==> config.mk <==
export PLATFORM = sky130hd
export DESIGN_NAME = sprite_drawer
export DESIGN_NICKNAME = d
export VERILOG_FILES = /design/src/rtl/draw_pkg.sv /design/src/rtl/rect_scan.sv /design/src/rtl/sprite_drawer.sv
export SDC_FILE = /design/constraint.sdc
export NUM_CORES = 1
export LEC_CHECK = 0
export ABC_AREA = 1
export BUFFER_PORTS_ARGS = -buffer_cell sky130_fd_sc_hd__buf_4
export CORE_ASPECT_RATIO = 2
export CORE_UTILIZATION = 55
export DETAILED_ROUTE_END_ITERATION = 12
export GPL_TIMING_DRIVEN = 0
export PLACE_DENSITY = 0.76
export SYNTH_ARGS = -nofsm -noshare
export SYNTH_HDL_FRONTEND = slang
export SYNTH_HIERARCHICAL = 1
export SYNTH_SLANG_ARGS = --single-unit
==> constraint.sdc <==
create_clock -name clk -period 3.1 [get_ports clk]
set_clock_uncertainty 0.15 [all_clocks]
set_input_delay 0.31 -clock clk [delete_from_list [all_inputs] [get_ports clk]]
set_output_delay 0.31 -clock clk [all_outputs]
set_load 0.005 [all_outputs]
==> src/rtl/draw_pkg.sv <==
// Shared constants and FSM state type for the per-object sprite pixel engines.
package draw_pkg;
  localparam int SCREEN_W = 160;
  localparam int SCREEN_H = 120;
  localparam int X_W      = 8;
  localparam int Y_W      = 7;
  localparam int COLOR_W  = 3;
  localparam int CNT_W    = 4;

  typedef enum logic [1:0] {
    ST_IDLE,
    ST_ERASE,
    ST_DRAW,
    ST_FIN
  } state_t;
endpackage

==> src/rtl/rect_scan.sv <==
// Raster scan over a WIDTH x HEIGHT rectangle: cx runs fastest, cy steps on cx wrap.
module rect_scan
  import draw_pkg::*;
#(
  parameter int WIDTH  = 4,
  parameter int HEIGHT = 4
) (
  input  logic             clk,
  input  logic             resetn,
  input  logic             clear,
  input  logic             enable,
  output logic [CNT_W-1:0] cx,
  output logic [CNT_W-1:0] cy,
  output logic             last_pixel
);
  localparam logic [CNT_W-1:0] CX_LAST = CNT_W'(WIDTH - 1);
  localparam logic [CNT_W-1:0] CY_LAST = CNT_W'(HEIGHT - 1);

  assign last_pixel = (cx == CX_LAST) && (cy == CY_LAST);

  always_ff @(posedge clk or negedge resetn) begin
    if (!resetn) begin
      cx <= '0;
      cy <= '0;
    end else if (clear) begin
      cx <= '0;
      cy <= '0;
    end else if (enable) begin
      if (cx == CX_LAST) begin
        cx <= '0;
        cy <= (cy == CY_LAST) ? '0 : cy + 1'b1;
      end else begin
        cx <= cx + 1'b1;
      end
    end
  end
endmodule

==> src/rtl/sprite_drawer.sv <==
// Sprite pixel engine: erases the previous rectangle, then paints the new one,
// emitting one registered pixel per clock with on-screen clipping.
module sprite_drawer
  import draw_pkg::*;
#(
  parameter int                 WIDTH    = 4,
  parameter int                 HEIGHT   = 4,
  parameter logic [COLOR_W-1:0] BG_COLOR = 3'b000,
  parameter int                 X_MAX    = SCREEN_W,
  parameter int                 Y_MAX    = SCREEN_H
) (
  input  logic               clk,
  input  logic               resetn,
  input  logic               start,
  input  logic [X_W-1:0]     new_x,
  input  logic [Y_W-1:0]     new_y,
  input  logic [COLOR_W-1:0] new_color,
  output logic [X_W-1:0]     x_out,
  output logic [Y_W-1:0]     y_out,
  output logic [COLOR_W-1:0] color_out,
  output logic               plot,
  output logic               busy,
  output logic               done
);
  localparam logic [X_W:0] X_LIM = (X_W + 1)'(X_MAX);
  localparam logic [Y_W:0] Y_LIM = (Y_W + 1)'(Y_MAX);

  state_t state, state_next;

  logic [X_W-1:0]     cur_x, old_x, base_x;
  logic [Y_W-1:0]     cur_y, old_y, base_y;
  logic [COLOR_W-1:0] cur_color;
  logic               old_valid;
  logic               scan_clear, scan_en, last_pixel;
  logic [CNT_W-1:0]   cx, cy;
  logic [X_W:0]       px;
  logic [Y_W:0]       py;
  logic               on_screen;

  rect_scan #(
    .WIDTH (WIDTH),
    .HEIGHT(HEIGHT)
  ) u_scan (
    .clk       (clk),
    .resetn    (resetn),
    .clear     (scan_clear),
    .enable    (scan_en),
    .cx        (cx),
    .cy        (cy),
    .last_pixel(last_pixel)
  );

  always_ff @(posedge clk or negedge resetn) begin
    if (!resetn) state <= ST_IDLE;
    else         state <= state_next;
  end

  always_comb begin
    state_next = state;
    scan_clear = 1'b0;
    scan_en    = 1'b0;
    unique case (state)
      ST_IDLE: begin
        if (start) begin
          state_next = old_valid ? ST_ERASE : ST_DRAW;
          scan_clear = 1'b1;
        end
      end
      ST_ERASE: begin
        scan_en = 1'b1;
        if (last_pixel) begin
          state_next = ST_DRAW;
          scan_clear = 1'b1;
        end
      end
      ST_DRAW: begin
        scan_en = 1'b1;
        if (last_pixel) state_next = ST_FIN;
      end
      ST_FIN: state_next = ST_IDLE;
      default: state_next = ST_IDLE;
    endcase
  end

  // Erase walks the old rectangle; draw walks the newly latched one.
  assign base_x    = (state == ST_ERASE) ? old_x : cur_x;
  assign base_y    = (state == ST_ERASE) ? old_y : cur_y;
  assign px        = (X_W + 1)'(base_x) + (X_W + 1)'(cx);
  assign py        = (Y_W + 1)'(base_y) + (Y_W + 1)'(cy);
  assign on_screen = (px < X_LIM) && (py < Y_LIM);

  always_ff @(posedge clk or negedge resetn) begin
    if (!resetn) begin
      x_out     <= '0;
      y_out     <= '0;
      color_out <= '0;
      plot      <= 1'b0;
      busy      <= 1'b0;
      done      <= 1'b0;
      cur_x     <= '0;
      cur_y     <= '0;
      cur_color <= '0;
      old_x     <= '0;
      old_y     <= '0;
      old_valid <= 1'b0;
    end else begin
      plot <= 1'b0;
      busy <= 1'b0;
      done <= 1'b0;
      unique case (state)
        ST_IDLE: begin
          if (start) begin
            cur_x     <= new_x;
            cur_y     <= new_y;
            cur_color <= new_color;
          end
        end
        ST_ERASE, ST_DRAW: begin
          x_out     <= px[X_W-1:0];
          y_out     <= py[Y_W-1:0];
          color_out <= (state == ST_ERASE) ? BG_COLOR : cur_color;
          plot      <= on_screen;
          busy      <= 1'b1;
        end
        ST_FIN: begin
          done      <= 1'b1;
          old_x     <= cur_x;
          old_y     <= cur_y;
          old_valid <= 1'b1;
        end
        default: ;
      endcase
    end
  end
endmodule

=== Word level (Yosys, flattened, before mapping) ===
Index checks and enable logic that the tools add are counted.

* Bits in registers: 65
* Bits of input ports: 21
* Logic and storage cells: 59

* $add $sub $neg: 4
* Eq/ne operators: 8
* Order comparisons: 2
* Reduce and logical (&&, ||, !) cells: 9
* Muxes and demuxes: 21

{| class="wikitable"
|+ Operators with widths
! kind !! number
|-
| $mux W4 || 7
|-
| $add A8 B4 Y9 || 1
|-
| $lt A9 B8 Y1 const B || 1
|-
| $add A4 B1 Y4 const B || 2
|-
| $add A7 B4 Y8 || 1
|-
| $eq A4 B2 Y1 const B || 2
|-
| $lt A8 B7 Y1 const B || 1
|-
| $mux W2 || 4
|-
| $mux W8 || 1
|-
| $pmux W2 S4 || 1
|-
| $mux W7 || 1
|-
| $ne A2 B2 Y1 const B || 3
|-
| $mux W1 || 5
|-
| $eq A2 B2 Y1 const B || 2
|-
| $reduce_and A2 Y1 || 2
|-
| $reduce_bool A2 Y1 || 2
|-
| $mux W3 || 1
|-
| $reduce_and A3 Y1 || 1
|-
| $eq A2 B1 Y1 const B || 1
|-
| $logic_and A1 B1 Y1 || 2
|-
| $logic_not A2 Y1 || 1
|-
| $pmux W1 S2 || 1
|-
| $reduce_or A2 Y1 || 1
|}

=== Depth between registers and ports, before layout ===
* Depth in word-level cells: 6
* Gate-level depth with buffers: 21
* Mapped depth without buffers: 18

=== By module ===
Netlist, hierarchy kept.

{| class="wikitable"
|+ Modules (own cells, without submodules)
! module !! area each (µm²) !! times used !! cells each
|-
| sprite_drawer || 2,905.3 || 1 || 333
|-
| rect_scan || 465.4 || 1 || 62
|}

=== Least setup slack after synthesis ===
OpenSTA, ideal clock, no wires.

* Path type: reg-to-reg
* Start point: register state[1]
* End point: register plot
* Arrival time: 2.592 ns
* Cell stages (with the launch flop): 20
* Buffers on the path: 3
* Clock period less this slack: 2.811 ns
* Path slack: 0.289 ns
* Required time: 2.881 ns
* Cells stage by stage: dfrtp_1 -> inv_1 -> ha_1 -> buf_6 -> inv_4 -> buf_6 -> clkbuf_1 -> nand2_1 -> o21ai_0 -> ha_1 -> inv_1 -> fa_1 -> inv_1 -> nand3_1 -> nand2_1 -> nand2_1 -> nor2_1 -> xor2_1 -> nor2_1 -> nor2_2

* Cells in the longest elaborated chain, start to end: 6

{| class="wikitable"
|+ Ends and longest elaborated chain
! item !! RTL line !! text
|-
| from (decl) || sprite_drawer.sv:28 || <nowiki>state_t state, state_next;</nowiki>
|-
| from (signal assigned) || sprite_drawer.sv:55 || <nowiki>else state <= state_next;</nowiki>
|-
| $eq A2 B1 Y1 || sprite_drawer.sv:86, sprite_drawer.sv:87, sprite_drawer.sv:110 ||
|-
| $mux W8 or $mux W7 (tied branches) || sprite_drawer.sv:86, sprite_drawer.sv:87 ||
|-
| $add A8 B4 Y9 or $add A7 B4 Y8 (tied branches) || sprite_drawer.sv:88, sprite_drawer.sv:89 ||
|-
| $lt A9 B8 Y1 or $lt A8 B7 Y1 (tied branches) || sprite_drawer.sv:90 || <nowiki>assign on_screen = (px < X_LIM) && (py < Y_LIM);</nowiki>
|-
| $logic_and A1 B1 Y1 || sprite_drawer.sv:90 ||
|-
| $mux W1 * || sprite_drawer.sv:110 || <nowiki>unique case (state)</nowiki>
|-
| to (signal assigned) || sprite_drawer.sv:122 || <nowiki>plot <= on_screen;</nowiki>
|-
| to (decl) || sprite_drawer.sv:21 || <nowiki>output logic plot,</nowiki>
|}

Every way passes the cells marked *; elsewhere a longest branch is shown, timed or not.
A chain may end at the register's enable or synchronous reset.

=== Final worst setup path ===
Ends and elaborated chain as after synthesis.

==> impl_results.md <==
* P_leak at 0.00212 µW
* Die height at approximately 110 µm
* CP Launch Type: register
* Post-synthesis mux area share at 0.0367
* Hold Crit Class: input pin to register
* Synthesized netlist cell count at slightly below 400
* Reg-to-Reg End: plot$_DFF_PN0_
* ANT nets after route at 0
* Max-cap viol count at 0
* P per Cell Area at roughly 1200 nW/µm²
* Number of global-route vias before repair at 2776
* First-pass GRT wire length at approximately 12000 µm
* Status: finished, violations left
* Global route overflow at 0
* Reg2Reg Setup Slack at about 0.21 ns
* CP peak stage delay at 0.40 ns
* Post-synth EDFFs at 0
* Slew headroom at 0.473
* Cell breakdown of the critical path: inv_1, ha_1, buf_6, clkinv_8, buf_8, nand2_1, o21ai_0, ha_2, inv_1, fa_1, inv_1, nand3_1, nand2_1, nand2_1, nor2_2, xor2_1, nor2_1, nor2_2
* Total track usage at 0.256
* Cell area after placement at between 3000 and 4000 µm²
* Number of unique standard cell types used by synthesis at 29
* CP max-delay cell: dfrtp_1
* DRC at 4
* Initial antenna violation count at 0
* Worst-margin pin slew at 0.791 ns
* DP Wirelength at roughly 5300 µm
* Port Buffers at between 40 and 50
* Synthesis-to-finish area growth at 22.4%
* Seq/Total Area, Yosys at 0.483
* Synth Flop Type: dfrtp_1
* Share of post-route cells with drive strength above 1 at 0.230
* Die X at between 50 and 60 µm
* Hold Path Stages at 2
* Final setup violating endpoints at 0
* Top-Level Pins at 42
* Fillers at 501
* Clk buf depth at 2
* Die area at roughly 6500 µm²
* Final Hold Viols at 0
* FF-to-FF Start: state[1]$_DFFE_PN0P_
* Unrepaired setup endpoints after global routing: false
* HP Start: new_y[4]
* Worst endpoint required time at about 3.2 ns
* Max Freq at roughly 350 MHz
* Post-Synth XOR/XNOR Area at 0.00780
* CTS tree: yes
* Ys async rst share at 1.00
* Crit. End Element: register
* CP Data Arrival Time at approximately 3 ns
* Total CTS buffers at 9
* Vias/cell at roughly 5.4
* FF+latch count, synth at 65
* Synth Cell Area at between 3000 and 4000 µm²
* Clk slew on worst S/H paths at about 0.05 ns
* Net Count, Synth at 433
* CP max FO at 12
* Ant diodes at 0
* RD Place Congestion at 0.832
* Core Util, Final at 0.693
* Largest net degree at the start of global routing at between 60 and 70
* Syn_area_per_cell at around 8.5 µm²
* Synthesis warning total at 6
* Hold Path End: cur_y[4]$_DFFE_PN0P_
* Post-DR wirelength/cell at roughly 14 µm
* DRT iter0 DRCs at 98
* CP Class: register to register
* DR pass1 iterations at 9
* Simple-gate share of the synthesized area at 0.236
* Initial core utilization at 0.566
* WL final at approximately 7300 µm
* # rows at 40
* Pins Over Slew Limit at 0
* Max VDD drop at between 0.0007 and 0.0008 V
* Final instance area at 4130 µm²
* Htree depth at 3
* Clk_lat worst skew at between 0.3 and 0.4 ns
* Clk sinks at 65
* Root Driver: clkbuf_16
* Post-synthesis compound-gate area fraction at 0.0947
* Minimum clock period at around 2.9 ns
* Core Area at about 6000 µm²
* Crit share post-route at 0.932
* Failing checks: design-rule violations
* Reg2Reg Depth at 18
* Adder-Cell Fraction of Synth Area at 0.0676
* Final #Nets at ~500
* Largest family of logic cells by synthesized area: simple AND/OR/NAND/NOR gates
* Via count at ~2800
[critical path: cells and delay by family, from the launching register on]
family,cells,cell delay (ns)
fa+ha+maj,3,0.78
simple gates,7,0.60
flops,1,0.40
xor+xnor,1,0.20
compound gates,1,0.10
buf+inv,6,0.61
[final cells by class]
cell class | count | area, µm² | share of cell area
flip-flops and latches | 65 | 1630 | 0.394
multi-input cells | 269 | 1500 | 0.364
repair buffers | 43 | 325 | 0.0789
clock buffers | 11 | 253 | 0.0613
inverters | 50 | 200 | 0.0485
well taps | 63 | 78.8 | 0.0191
clock inverters | 5 | 77.6 | 0.0188
plain buffers | 10 | 61.3 | 0.0149
[cells by family (layout without fill, tap and decap cells)]
logic type / count (synthesis) / after routing
xor gates and xnor gates: 3 / 3
AOI/OAI and AO/OA: 62 / 62
buffers and inverters: 61 / 119
adders and majority gates: 17 / 17
muxes: 11 / 11
and+or+nand+nor: 176 / 176
DFF: 65 / 65
[where the power goes]
| group | internal (µW) | leakage [µW] | total [µW] | switching, µW |
|---|---|---|---|---|
| logic | 918 | 0.00117 | 2340 | 1420 |
| clock network | 744 | 0.000162 | 1110 | 364 |
| registers | 1260 | 0.000786 | 1510 | 248 |
| total | 2920 | 0.00212 | 4960 | 2030 |
[cells in the final DEF (no fill, tap or decap), drive strengths merged, types with 2 or more instances in the layout]
cell / instances
ha: 15
clkbuf: 17
nand4: 2
nand2: 118
inv: 49
o21ai: 45
clkinv: 3
a31oi: 2
a21oi: 14
mux2: 11
xor2: 3
fa: 2
nand3: 25
bufinv: 2
buf: 46
dfrtp: 65
nor2: 29
[flip-flops by register name (all words and copies together) (netlist names)]
register / count
old_valid: 1
done: 1
plot: 1
y_out: 7
state: 2
cur_color: 3
color_out: 3
u_scan/cy: 4
old_x: 8
old_y: 7
cur_x: 8
cur_y: 7
busy: 1
x_out: 8
u_scan/cx: 4
[synthesized netlist by cell type (3+ instances only)]
library cell,n,area [µm²]
nand2_1,107,402
dfrtp_1,65,1630
inv_1,46,173
o21ai_0,43,215
nand3_1,24,120
nor2_1,20,75.1
ha_1,15,188
a21oi_1,14,70.1
mux2_2,11,124
clkbuf_1,7,26.3
nor2_2,7,43.8
nand2_4,6,67.6
nand2_2,5,31.3
inv_2,3,11.3
xor2_1,3,26.3
[metal layers]
metal | track usage | routed length, µm | vias up
met4 | 0.193 | 406 | 0
met3 | 0.0480 | 264 | 28
met2 | 0.439 | 3840 | 78
met5 | 0 | 0 | -
li1 | - | - | 1362
met1 | 0.268 | 2810 | 1328
[what timing repair did]
action                                  in CTS  in global routing
buffers inserted                             0                  1
hold buffers                                 1                  0
endpoints found under the setup margin       4                  3
endpoints found under the hold margin       65                  0
pin swaps                                    0                  1
resized for setup                            3                 10
[worst max path at each step]
stage | from | to | cells after the start
after floorplan | state[1]$_DFFE_PN0P_ | plot$_DFF_PN0_ | 19
after global routing | state[1]$_DFFE_PN0P_ | plot$_DFF_PN0_ | 18
after detailed placement | state[1]$_DFFE_PN0P_ | plot$_DFF_PN0_ | 21
final | state[1]$_DFFE_PN0P_ | plot$_DFF_PN0_ | 18
after CTS | state[1]$_DFFE_PN0P_ | plot$_DFF_PN0_ | 21
after global placement | state[1]$_DFFE_PN0P_ | plot$_DFF_PN0_ | 19
[per-stage QoR]
step                      hold WS [ns]  TNS (ns)  power, µW  cells  setup slack [ns]
final                           0.0541         0       4960    516             0.211
after global routing            0.0512         0       5350    516            0.0217
after CTS                       0.0463         0       4960    516           0.00557
after detailed placement         0.297    -0.290       3800    499            -0.165
after global placement           0.294    -0.136       3700    499           -0.0837
after floorplan                 -0.136         0       3090    395             0.289
No activity file was read; power rests on OpenSTA's default activity.
